--- src/rtl/serial_mux_adder_ctrl.sv ---
// rtl/serial_mux_adder_ctrl.sv - bit-serial adder built from a mux-based full-adder cell
//
// Ports:
//   clk   - clock, all state updates on the rising edge
//   rst   - synchronous active-high reset
//   start - begin an addition (accepted in IDLE or DONE)
//   a, b  - WIDTH-bit operands, sampled on acceptance
//   cin   - carry-in, sampled on acceptance
//   busy  - high while bits are being processed
//   done  - one-cycle pulse when sum/cout are fresh
//   sum   - result, held until the next completion
//   cout  - carry-out, held until the next completion

module serial_mux_adder_ctrl #(
  parameter int WIDTH = 8
) (
  input  logic             clk,
  input  logic             rst,
  input  logic             start,
  input  logic [WIDTH-1:0] a,
  input  logic [WIDTH-1:0] b,
  input  logic             cin,
  output logic             busy,
  output logic             done,
  output logic [WIDTH-1:0] sum,
  output logic             cout
);

  localparam int CW = $clog2(WIDTH + 1);

  // Full-adder truth tables indexed by {a_bit, b_bit, carry}.
  localparam logic [7:0] SUM_TBL   = 8'b1001_0110;
  localparam logic [7:0] CARRY_TBL = 8'b1110_1000;

  typedef enum logic [1:0] {IDLE, RUN, DONE} state_t;

  state_t           state, state_nxt;
  logic [WIDTH-1:0] a_sh, b_sh, res_sh, res_nxt;
  logic             c_reg;
  logic [CW-1:0]    cnt;
  logic [2:0]       sel;
  logic             s_bit, c_bit;
  logic             last, accept;

  always_comb begin
    sel    = {a_sh[0], b_sh[0], c_reg};
    s_bit  = SUM_TBL[sel];
    c_bit  = CARRY_TBL[sel];
    // New sum bit enters at the MSB; after WIDTH shifts bit 0 holds the LSB.
    res_nxt = WIDTH'({s_bit, res_sh} >> 1);
    last   = (cnt == CW'(WIDTH - 1));
    accept = start && ((state == IDLE) || (state == DONE));
  end

  always_comb begin
    state_nxt = state;
    case (state)
      IDLE:    if (start) state_nxt = RUN;
      RUN:     if (last) state_nxt = DONE;
      DONE:    state_nxt = start ? RUN : IDLE;
      default: state_nxt = IDLE;
    endcase
  end

  // busy/done come straight from flops, decoded from the next state.
  always_ff @(posedge clk) begin
    if (rst) begin
      state <= IDLE;
      busy  <= 1'b0;
      done  <= 1'b0;
    end else begin
      state <= state_nxt;
      busy  <= (state_nxt == RUN);
      done  <= (state_nxt == DONE);
    end
  end

  always_ff @(posedge clk) begin
    if (rst) begin
      a_sh   <= '0;
      b_sh   <= '0;
      res_sh <= '0;
      c_reg  <= 1'b0;
      cnt    <= '0;
      sum    <= '0;
      cout   <= 1'b0;
    end else if (accept) begin
      a_sh  <= a;
      b_sh  <= b;
      c_reg <= cin;
      cnt   <= '0;
    end else if (state == RUN) begin
      a_sh   <= a_sh >> 1;
      b_sh   <= b_sh >> 1;
      res_sh <= res_nxt;
      c_reg  <= c_bit;
      cnt    <= cnt + CW'(1);
      if (last) begin
        sum  <= res_nxt;
        cout <= c_bit;
      end
    end
  end

endmodule

--- config.mk ---
export PLATFORM = sky130hd
export DESIGN_NAME = serial_mux_adder_ctrl
export DESIGN_NICKNAME = d
export VERILOG_FILES = /design/src/rtl/serial_mux_adder_ctrl.sv
export SDC_FILE = /design/constraint.sdc
export NUM_CORES = 1
export LEC_CHECK = 0
export BUFFER_PORTS_ARGS = -buffer_cell sky130_fd_sc_hd__buf_2
export CORE_UTILIZATION = 55
export DETAILED_ROUTE_END_ITERATION = 10
export PLACE_DENSITY = 0.87
export SKIP_LAST_GASP = 1
export SYNTH_ARGS = -nofsm -noshare
export SYNTH_HDL_FRONTEND = slang
export SYNTH_SLANG_ARGS = --single-unit
--- constraint.sdc ---
create_clock -name clk -period 4.8 [get_ports clk]
set_input_delay 0.48 -clock clk [delete_from_list [all_inputs] [get_ports clk]]
set_output_delay 0.48 -clock clk [all_outputs]
set_load 0.03 [all_outputs]
After elaboration in Yosys (flattened, before gate mapping):

Memories as Yosys holds them, arrays and structs flattened. A register that Yosys moved wholly into a read port is not among the register bits.
Index checks and enable logic that the tools add are counted.

* add/sub/neg operators: 1
* $mul: 0
* div/mod/pow operators: 0
* order comparisons: 1
* equal/unequal tests: 5
* shift-type cells: 0
* muxes and demuxes: 16
* bitwise gates (word level): 1
* reductions and logical operators: 7

Operators with widths (count)
* 8-bit two-way mux: 4
* 3-bit two-way mux: 4
* 2-bit one-hot mux with 3 select lines: 1
* 1-bit two-way mux: 5
* 4-bit by 1-bit adder with 4-bit output (second input constant): 1
* 2-bit by 1-bit equality test with 1-bit output (second input constant): 2
* 2-bit equality test (second input constant): 2
* 4-bit by 3-bit equality test with 1-bit output (second input constant): 1
* 3-bit by 4-bit less-than comparator with 1-bit output (second input constant): 1
* 2-bit two-way mux: 2
* 3-bit AND reduction: 1
* 2-bit logical NOT: 1
* 2-bit AND reduction: 1
* 2-bit nonzero test: 1
* 2-bit OR reduction: 1
* 1-bit logical AND: 1
* 1-bit logical OR: 1
* 1-bit NOT: 1

* flip-flop bits (word level): 42
* latch bits: 0
* memory bits (writable): 0
* ROM bits: 16
* input port bits: 20
* memories: 2

Memory list
* (name not given): words 8, bits a word 1, read ports 1, clocked after Yosys merged registers in 1, write ports 0, RTL line 48 `c_bit = CARRY_TBL[sel];`
* (name not given): words 8, bits a word 1, read ports 1, clocked after Yosys merged registers in 1, write ports 0, RTL line 47 `s_bit = SUM_TBL[sel];`

Longest topological paths before layout:

* depth after elaboration: 6
* depth in mapped cells: 8
* mapped depth without buffers: 7

Worst setup path after synthesis:

Ideal clock, no wire load.

* path kind: input to register
* start: input port start
* end: register s_bit (netlist name)
* library setup time: 127 ps
* arrival time: 1518 ps
* data required time: 4673 ps
* path slack: 3156 ps
* cell stages on the path: 6
* path buffers: 1
* cell sequence: and2b_1 buf_2 nand2_1 a31o_2 ha_1 xnor2_1

RTL lines
* start, declared: RTL line 19 `input logic start,`

==> impl_metrics.py <==
metrics = {
    "run_status": {
        "outcome": "finished, violations left",
        "violations": "design-rule violations",
    },
    "route": {
        "antenna_left": 0,
        "drt-initial-drc-count": 65,
        "wl_mm": 2.997,
        "wl_per_cell_um": 12.08,
        "route.detailed.drc": 1,
        "num_vias": 1356,
        "firstDrtPassIters": 7,
        "vias_per_cell": 5.468,
    },
    "pwr": {
        "vdd_drop_max_mv": 0.1647,
        "powerDensity_nw_per_um2": 330.9,
        "p_leak_nw": 0.7635,
    },
    "sta": {
        "skew_ps": 4.823,
        "finalCritPeriodShare": 0.4471,
        "fmax_mhz": 465.9,
        "fin_tns_setup_ps": 0,
        "tightestPinTransition_ps": 899.9,
        "relSlewSlack": 0.4001,
        "slew_violations": 0,
        "rsz0062_at_grt": "false",
        "fin_crit_ps": 2146,
        "final_hold_viol_count": 0,
        "setup_viol": 0,
        "setup_slack_ps": 2654,
    },
    "setup_path": {
        "worstPathRequired_ps": 5040,
        "setup.worst_path.class": "flop to flop",
        "end_kind": "flop",
        "arrival_ps": 2390,
        "start_kind": "flop",
        "critPathMaxFanout": 27,
    },
    "floorplanning": {
        "die_area_um2": 3351,
        "core-area_um2": 2853,
        "die-height_um": 57.89,
        "rows": 19,
        "ioPinCount": 31,
        "start_util": 0.6022,
        "die_w_um": 57.89,
    },
    "global_routing": {
        "grt_max_degree": 44,
        "antenna_found_initial": 0,
        "overflow": 0,
        "first_global_vias": 1158,
        "grt_use_total": 0.1929,
        "grt_pass1_wl_mm": 4.919,
    },
    "logic_synthesis": {
        "yosys-top-cells-count": "43 x dfxtp_1, 41 x nand2_1, 26 x nor2_1",
        "syn_inst": 193,
        "synth_top_cell_by_area": "dfxtp_1",
        "synth-edff-count": 0,
        "synth_cell_type_count": 27,
        "async_reset_ff_frac": 0,
        "syn_nets": 216,
        "ys_warn_count": 0,
        "post-synth-top-count-cell": "dfxtp_1",
        "synth_seq_area_share": 0.5011,
        "ys_ff_latch": 43,
        "synthTopCellsByArea": "dfxtp_1 50%, nand2_1 9.0%, mux2i_1 7.6%",
        "synth_top_area_frac": 0.5011,
        "syn_area_um2": 1718,
        "synth-main-ff-cell": "dfxtp_1",
        "synth.avg_cell_area_um2": 8.901,
    },
    "final_layout": {
        "areaGrowthSynthToFinish_pct": 9.032,
        "reg_top3": "a_sh: 8 flops, b_sh: 8 flops, sum: 8 flops",
        "nets": 239,
        "diodes": 0,
        "fill_cells": 240,
        "layout-drive-gt1-share": 0.1889,
    },
    "placed_design": {
        "portBuffers": 30,
        "gp_routability_congestion": 0.7132,
        "hpwl_mm": 1.972,
        "place_ws_ps": 2681,
    },
    "cts": {
        "cts_root_buf": "clkbuf_4",
        "cts_setup_buffers": 0,
        "tritoncts": "built",
        "hold_buffers": 0,
        "cts_buffers": 5,
        "clock_latency_ps": 350,
        "cts_sinks": 43,
        "postCtsResizedCells": 0,
        "clk_pin_slew_ps": 120,
        "htree_levels": 2,
        "clockBufferDepth": 2,
    },
    "min_path": {
        "hold_path_class": "primary input to flop",
    },
    "job": {
        "maxCapViolCount": 0,
    },
}
## worst max-delay path, stage by stage (launching register included)
cell	delay (ps)
dfxtp_1	410
and2b_1	740
nand2_1	210
a31o_2	250
ha_1	300
xnor2_1	120
## layout make-up
cell class / instances / area [um^2] / area share
inverter: 3 / 11.26 / 0.006012
clock buffer: 5 / 37.54 / 0.02004
clock inverter: 3 / 15.01 / 0.008016
timing repair buffer: 30 / 150.1 / 0.08016
sequential: 43 / 860.8 / 0.4596
tap: 31 / 38.79 / 0.02071
multi-input combinational: 133 / 759.5 / 0.4055
## stage by stage
stage          utilization  power, mW  std cells  area (um^2)  hold slack [ps]
2_1_floorplan            -     0.4453        193         1718            431.5
6_report            0.6566     0.6198        248         1873            392.3
3_3_place_gp        0.6382     0.4589        240         1821            449.9
4_1_cts             0.6566     0.6245        248         1873            391.9
5_1_grt             0.6566     0.6501        248         1873            404.6
3_5_place_dp        0.6382     0.4610        240         1821            454.9
## power by group
part | internal (mW) | switching [mW]
combinational | 0.0264 | 0.0422
clock | 0.0546 | 0.112
sequential | 0.375 | 0.00929
total | 0.456 | 0.164
## path summary, 6_finish.rpt
check	startpoint	to	slack (ps)	cells past startpoint
worst min-delay path	b[2]	b_sh[2]$_SDFFE_PP0N_	390	3
worst max-delay path	state[0]$_SDFF_PP0_	s_bit$_DFF_P_	2650	5
worst min register to register	res_sh[1]$_SDFFE_PP0P_	res_sh[1]$_SDFFE_PP0P_	470	2
worst max register to register	state[0]$_SDFF_PP0_	s_bit$_DFF_P_	2650	5
## cells in the final DEF, fill, tap and decap left out, drive strengths merged, types with 4 or more instances in the layout
master,instances
a21oi,9
a311oi,9
a31oi,4
buf,30
clkbuf,5
dfxtp,43
mux2i,13
nand2,41
nor2,26
nor3,8
## kinds of logic after synthesis
logic type / share of synthesized area
and+or+nand+nor: 0.2068
DFF: 0.5011
muxes: 0.07574
xor gates and xnor gates: 0.02040
adders and majority gates: 0.02185
buffers and inverters: 0.05681
AOI/OAI and AO/OA: 0.1173
## layer usage
metal  vias up  share of wire  track usage
li1        699              -            -
met1       612           0.46       0.2568
met2        40           0.46       0.2939
met3         5          0.062      0.04241
met4         0          0.014       0.1020
met5         -              0            0
(Power assumes the default switching activity.)
